File: src/rtl/risc_ctrl_pkg.sv
// Shared encodings for the RiSC-16 control sequencer and its datapath (ALU, muxes).
package risc_ctrl_pkg;

  // Instruction opcodes, ir[15:13]
  localparam logic [2:0] OP_ADD  = 3'b000;
  localparam logic [2:0] OP_ADDI = 3'b001;
  localparam logic [2:0] OP_NAND = 3'b010;
  localparam logic [2:0] OP_LUI  = 3'b011;
  localparam logic [2:0] OP_SW   = 3'b100;
  localparam logic [2:0] OP_LW   = 3'b101;
  localparam logic [2:0] OP_BEQ  = 3'b110;
  localparam logic [2:0] OP_JALR = 3'b111;

  // Sequencer states
  typedef enum logic [2:0] {
    ST_IDLE   = 3'd0,
    ST_FETCH  = 3'd1,
    ST_DECODE = 3'd2,
    ST_EXEC   = 3'd3,
    ST_MEM    = 3'd4,
    ST_WB     = 3'd5,
    ST_HALT   = 3'd6
  } state_e;

  // PC next-value select
  localparam logic [1:0] PCS_INC    = 2'd0;  // PC+1
  localparam logic [1:0] PCS_BRANCH = 2'd1;  // PC+1+sext(imm7)
  localparam logic [1:0] PCS_REG    = 2'd2;  // regB

  // Register-file write data select
  localparam logic [1:0] WDS_ALU = 2'd0;
  localparam logic [1:0] WDS_MEM = 2'd1;
  localparam logic [1:0] WDS_PC1 = 2'd2;

  // ALU second operand select
  localparam logic [1:0] SRC2_REG   = 2'd0;
  localparam logic [1:0] SRC2_IMM7  = 2'd1;
  localparam logic [1:0] SRC2_IMM10 = 2'd2;

endpackage

File: src/rtl/risc_ctrl_decode.sv
// Control decode: maps the sequencer state and opcode onto every datapath strobe and mux select.
module risc_ctrl_decode
  import risc_ctrl_pkg::*;
(
  input  state_e     state_i,
  input  logic [2:0] op_i,
  input  logic       eq_out_i,
  input  logic       mem_ready_i,
  output logic       mem_req_o,
  output logic       mem_we_o,
  output logic       mem_addr_sel_o,
  output logic       pc_we_o,
  output logic [1:0] pc_src_o,
  output logic       rf_we_o,
  output logic [1:0] rf_wdata_sel_o,
  output logic [1:0] alu_src2_sel_o,
  output logic       add_o,
  output logic       nand_o,
  output logic       pass1_o,
  output logic       eq_o,
  output logic       halted_o
);

  // Everything follows from state/opcode, except two unavoidable single-cycle decisions:
  // the BEQ target select depends on the ALU compare in EXEC, and the SW retire strobe
  // must fire only in the MEM cycle where the memory accepts, so PC moves exactly once.
  always_comb begin
    mem_req_o      = 1'b0;
    mem_we_o       = 1'b0;
    mem_addr_sel_o = 1'b0;
    pc_we_o        = 1'b0;
    pc_src_o       = PCS_INC;
    rf_we_o        = 1'b0;
    rf_wdata_sel_o = WDS_ALU;
    alu_src2_sel_o = SRC2_REG;
    add_o          = 1'b0;
    nand_o         = 1'b0;
    pass1_o        = 1'b0;
    eq_o           = 1'b0;
    halted_o       = 1'b0;

    // ALU operation is held from EXEC through MEM/WB so results and addresses stay stable
    if (state_i == ST_EXEC || state_i == ST_MEM || state_i == ST_WB) begin
      case (op_i)
        OP_ADD:  add_o = 1'b1;
        OP_ADDI: begin add_o = 1'b1; alu_src2_sel_o = SRC2_IMM7; end
        OP_NAND: nand_o = 1'b1;
        OP_LUI:  begin pass1_o = 1'b1; alu_src2_sel_o = SRC2_IMM10; end
        OP_SW,
        OP_LW:   begin add_o = 1'b1; alu_src2_sel_o = SRC2_IMM7; end
        OP_BEQ:  eq_o = 1'b1;
        default: ;
      endcase
    end

    case (state_i)
      ST_FETCH: mem_req_o = 1'b1;
      ST_EXEC: begin
        if (op_i == OP_BEQ) begin
          pc_we_o  = 1'b1;
          pc_src_o = eq_out_i ? PCS_BRANCH : PCS_INC;
        end else if (op_i == OP_JALR) begin
          rf_we_o        = 1'b1;
          rf_wdata_sel_o = WDS_PC1;
          pc_we_o        = 1'b1;
          pc_src_o       = PCS_REG;
        end
      end
      ST_MEM: begin
        mem_req_o      = 1'b1;
        mem_addr_sel_o = 1'b1;
        mem_we_o       = (op_i == OP_SW);
        pc_we_o        = (op_i == OP_SW) && mem_ready_i;
      end
      ST_WB: begin
        rf_we_o        = 1'b1;
        pc_we_o        = 1'b1;
        rf_wdata_sel_o = (op_i == OP_LW) ? WDS_MEM : WDS_ALU;
      end
      ST_HALT: halted_o = 1'b1;
      default: ;
    endcase
  end

endmodule

File: src/rtl/risc_ctrl_fsm.sv
// Multi-cycle RiSC-16 control sequencer: instruction register, idle hold and state sequencing.
//
//   state  | meaning
//   IDLE   | post-reset hold for RESET_PC_HOLD cycles, no strobes
//   FETCH  | instruction read at PC, waits for mem_ready, loads ir
//   DECODE | one quiet cycle, picks EXEC or HALT
//   EXEC   | ALU op; BEQ/JALR update PC (and link reg) here and retire
//   MEM    | LW/SW data access at ALU address; SW retires on mem_ready
//   WB     | register write-back and PC+1
//   HALT   | terminal until reset, halted=1
module risc_ctrl_fsm
  import risc_ctrl_pkg::*;
#(
  parameter int HALT_ON_JALR_IMM = 1,
  parameter int RESET_PC_HOLD    = 1
) (
  input  logic        clk,
  input  logic        rst_n,
  input  logic [15:0] mem_rdata,
  input  logic        mem_ready,
  input  logic        eq_out,
  output logic        mem_req,
  output logic        mem_we,
  output logic        mem_addr_sel,
  output logic [15:0] ir,
  output logic        pc_we,
  output logic [1:0]  pc_src,
  output logic        rf_we,
  output logic [1:0]  rf_wdata_sel,
  output logic [1:0]  alu_src2_sel,
  output logic        ADD,
  output logic        NAND,
  output logic        PASS1,
  output logic        EQ,
  output logic        halted
);

  localparam logic [1:0] HOLD_LAST = 2'(RESET_PC_HOLD - 1);

  state_e      state_q, state_d;
  logic [15:0] ir_q, ir_d;
  logic [1:0]  idle_cnt_q, idle_cnt_d;
  logic [2:0]  op;

  assign op = ir_q[15:13];
  assign ir = ir_q;

  // Next-state, instruction capture and idle-hold counting
  always_comb begin
    state_d    = state_q;
    ir_d       = ir_q;
    idle_cnt_d = idle_cnt_q;
    case (state_q)
      ST_IDLE: begin
        if (idle_cnt_q == HOLD_LAST) begin
          state_d    = ST_FETCH;
          idle_cnt_d = 2'd0;
        end else begin
          idle_cnt_d = idle_cnt_q + 2'd1;
        end
      end
      ST_FETCH: begin
        if (mem_ready) begin
          ir_d    = mem_rdata;
          state_d = ST_DECODE;
        end
      end
      ST_DECODE: begin
        if (op == OP_JALR && HALT_ON_JALR_IMM != 0 && ir_q[6:0] != 7'd0)
          state_d = ST_HALT;
        else
          state_d = ST_EXEC;
      end
      ST_EXEC: begin
        case (op)
          OP_BEQ, OP_JALR: state_d = ST_FETCH;
          OP_LW, OP_SW:    state_d = ST_MEM;
          default:         state_d = ST_WB;
        endcase
      end
      ST_MEM: begin
        if (mem_ready) state_d = (op == OP_LW) ? ST_WB : ST_FETCH;
      end
      ST_WB:   state_d = ST_FETCH;
      ST_HALT: state_d = ST_HALT;
      default: state_d = ST_IDLE;
    endcase
  end

  // State registers; reset aborts any instruction in flight immediately
  always_ff @(posedge clk or negedge rst_n) begin
    if (!rst_n) begin
      state_q    <= ST_IDLE;
      ir_q       <= 16'h0000;
      idle_cnt_q <= 2'd0;
    end else begin
      state_q    <= state_d;
      ir_q       <= ir_d;
      idle_cnt_q <= idle_cnt_d;
    end
  end

  risc_ctrl_decode u_decode (
    .state_i        (state_q),
    .op_i           (op),
    .eq_out_i       (eq_out),
    .mem_ready_i    (mem_ready),
    .mem_req_o      (mem_req),
    .mem_we_o       (mem_we),
    .mem_addr_sel_o (mem_addr_sel),
    .pc_we_o        (pc_we),
    .pc_src_o       (pc_src),
    .rf_we_o        (rf_we),
    .rf_wdata_sel_o (rf_wdata_sel),
    .alu_src2_sel_o (alu_src2_sel),
    .add_o          (ADD),
    .nand_o         (NAND),
    .pass1_o        (PASS1),
    .eq_o           (EQ),
    .halted_o       (halted)
  );

endmodule
File: config.mk
export PLATFORM = sky130hd
export DESIGN_NAME = risc_ctrl_fsm
export DESIGN_NICKNAME = d
export VERILOG_FILES = /design/src/rtl/risc_ctrl_pkg.sv /design/src/rtl/risc_ctrl_decode.sv /design/src/rtl/risc_ctrl_fsm.sv
export SDC_FILE = /design/constraint.sdc
export NUM_CORES = 1
export LEC_CHECK = 0
export CORE_MARGIN = 8
export CORE_UTILIZATION = 37
export DETAILED_ROUTE_END_ITERATION = 6
export PLACE_DENSITY = 0.79
export SLEW_MARGIN = 20
export SYNTH_ARGS = -nofsm -noshare
export SYNTH_HDL_FRONTEND = slang
export SYNTH_SLANG_ARGS = --single-unit
File: constraint.sdc
create_clock -name clk -period 1.6 [get_ports clk]
set_input_delay 0.4 -clock clk [delete_from_list [all_inputs] [get_ports clk]]
set_output_delay 0.4 -clock clk [all_outputs]
set_load 0.1 [all_outputs]
==> impl_metrics.yaml <==
finish:
  n_antenna_cell: 0
  multi_input_area_sq_um: 726
  seqCellArea_sq_um: 543
  layout-drive-gt1-share_pct: 60.6
  fin_util_pct: 81.5
  nFillCells: 156
  areaGrowthSynthToFinish_pct: 112
  nets: 198
  final_cells: 208
clock_network:
  cts_root_buf: "clkbuf_4"
  insertion_delay_ns: 0.32
  clk_pin_slew_ns: 0.12
  clockBufferDepth: 2
  cts.sinks: 21
  numCtsBuffers: 3
  cts_tree: "yes"
  htreeDepth: 1
placement:
  dp_hpwl_microns: 2930
  placedCellCount: 200
  place.gp.congestion: 0.876
  portBuffers: 51
floorplan:
  core-area_sq_um: 3000
  dieHeight_microns: 71.9
  rows: 20
  pin_count: 52
  dieArea_sq_um: 5170
  die_width_microns: 71.9
  start_util_pct: 38.5
outcome:
  status: "complete, but fails checks"
  violations: "negative setup slack"
timing:
  rsz0062_at_grt: "true"
  finClkSkew_ns: 0.00870
  finalWorstSetupSlack_ns: -0.542
  tightest_slew_ns: 0.361
  finalCriticalPeriod_ns: 2.14
  setup_viol: 17
  drv_slew: 0
  fin_hold_ws_ns: 0.430
  fmax_mhz: 467
  fin_crit_sh_pct: 134
  hold_viol: 0
  setup_tns_ns: -6.77
  slew_headroom_pct: 75.7
logic_synthesis:
  synth_simple_gate_area_share_pct: 19.9
  synth_top_family_by_area: "simple AND/OR/NAND/NOR gates"
  synth_top_cell_by_area: "dfrtp_1"
  yosys.area_share.adder_pct: 2.17
  syn-cell-area_sq_um: 1150
  yosys-top-cells-area: "dfrtp_1 46%, mux2_4 9.1%, mux2_2 4.9%"
  yosysTopAreaCellShare_pct: 45.5
  ys_ff_latch: 21
  avgSynthCellArea_sq_um: 11.2
  ys_seq_area_share_pct: 45.5
  synth_xor_area_share_pct: 0
  synthDistinctLibCells: 36
  ys_warn_count: 0
  syn_inst: 103
  synth_compound_area_share_pct: 6.93
  synth_nets: 125
  yosys-mux-area-fraction_pct: 17.8
drt:
  first_iter_violations: 33
  drcViolationCount: 0
  postRouteWirelength_microns: 3720
  routed_via_density: 5.16
  vias: 1074
  first_pass_iters: 5
  ant_nets: 0
  drt-wirelength-per-cell_microns: 17.9
critical_path:
  critPathMaxFanout: 4
  slowest_stage: "dfrtp_1"
  arrival_ns: 1.74
  crit_chain: "and3b_2 > a21oi_4 > buf_12 > nor4b_4 > buf_12"
  cpPeakStageDelay_ns: 0.45
  reg2reg_depth: 5
  crit_top_cell: "buf_12"
  endpoint_kind: "output pin"
  start_kind: "flop"
  cp.depth: 5
  cp_top_family: "simple AND/OR/NAND/NOR gates"
  path_class: "reg -> out"
  worstPathRequired_ns: 1.20
  cp_num_buf_inv: 2
global_routing:
  gr-total-overflow: 0
  grt_usage_pct: 15.0
  grt_max_degree: 22
  antenna_found_initial: 0
  grt_pass1_wl_microns: 6080
  grt_pass1_vias: 1217
worst_hold_path:
  hold_path_class: "in -> async"
flow_run:
  maxCapViolCount: 0
pwr:
  power_mw: 0.861
  peakVddDrop_mv: 0.502
  power.density_nw_per_um2: 352
  p_leak_nw: 1.11
area by class of cell:
| class | instances | share of cell area (%) |
|---|---|---|
| repair buffers | 77 | 44.3 |
| multi-input cells | 68 | 29.7 |
| clock buffers | 3 | 0.921 |
| inverters | 5 | 0.972 |
| clock inverters | 1 | 0.205 |
| well taps | 33 | 1.69 |
| flip-flops and latches | 21 | 22.2 |
final timing paths:
check | start | endpoint | slack (ns)
max | state_q[2]$_DFFE_PN0P_ | NAND | -0.54
min | rst_n | state_q[2]$_DFFE_PN0P_ | 0.43
max reg2reg | state_q[0]$_DFFE_PN0P_ | ir[2]$_DFFE_PN0P_ | 0.01
min reg2reg | ir[1]$_DFFE_PN0P_ | ir[1]$_DFFE_PN0P_ | 0.59
max in group asynchronous | rst_n | ir[0]$_DFFE_PN0P_ | 0.93
min in group clk | ir[1]$_DFFE_PN0P_ | ir[1]$_DFFE_PN0P_ | 0.59
cells in the final DEF (no fill, tap or decap), types with 4 or more instances in the layout:
cell type	Yosys	layout
mux2_4	7	7
dfrtp_2	0	5
buf_6	1	7
mux2_2	5	5
buf_4	2	16
clkdlybuf4s50_1	0	19
dfrtp_1	21	13
o21ai_0	5	4
nor3_4	0	4
buf_12	1	34
nand2_1	7	5
inv_1	5	4
per-stage QoR:
| step | instance area [sq um] | setup slack (ns) |
|---|---|---|
| 2_1_floorplan | 1390 | -1.60 |
| 4_1_cts | 2410 | -0.513 |
| 3_5_place_dp | 2340 | -0.252 |
| 6_report | 2450 | -0.542 |
| 3_3_place_gp | 2340 | -0.213 |
| 5_1_grt | 2450 | -0.621 |
sequential cells by signal, indices dropped and copies added, names as in the netlist:
register and count:
idle_cnt_q 2, state_q 3, ir 16
cell families after synthesis:
logic type / after synthesis
fa+ha+maj: 2
mux: 16
compound gates: 13
buf+inv: 14
simple gates: 37
flops: 21
what timing repair did:
action,4_1_cts,5_1_grt
buffers inserted,2,3
pin swaps,9,3
resized for setup,9,7
hold buffers,0,0
setup endpoints to repair,31,34
endpoints found under the hold margin,0,0
cloned,0,0
cells in the mapped netlist:
library cell  instances
a211o_1               1
a21oi_1               2
a22o_1                1
and2_1                1
and3_1                1
and3b_1               3
and4bb_1              1
buf_12                1
buf_2                 4
buf_4                 2
buf_6                 1
clkbuf_1              1
dfrtp_1              21
ha_1                  2
inv_1                 5
mux2_1                3
mux2_2                5
mux2_4                7
mux2i_1               1
nand2_1               7
nand2b_1              2
nand3_1               1
nand4b_1              2
nor2_1                4
nor2b_1               2
nor3_1                6
nor3b_1               2
nor3b_2               1
nor4_1                1
nor4b_1               2
o211ai_1              1
o21a_1                1
o21ai_0               5
o21ai_1               1
o21bai_1              1
or3b_1                1
routing by layer:
metal / track usage [%] / part of all wire (%) / vias up
met4: 9.07 / 4.0 / 0
met1: 16.2 / 39 / 514
li1: - / - / 506
met5: 0 / 0 / -
met2: 26.0 / 52 / 43
met3: 3.21 / 5.2 / 11
report_power, final:
group / internal (mW) / switching [mW]
Combinational: 0.0453 / 0.0208
Sequential: 0.530 / 0
Clock: 0.0937 / 0.171
No activity file was read; power rests on OpenSTA's default activity.
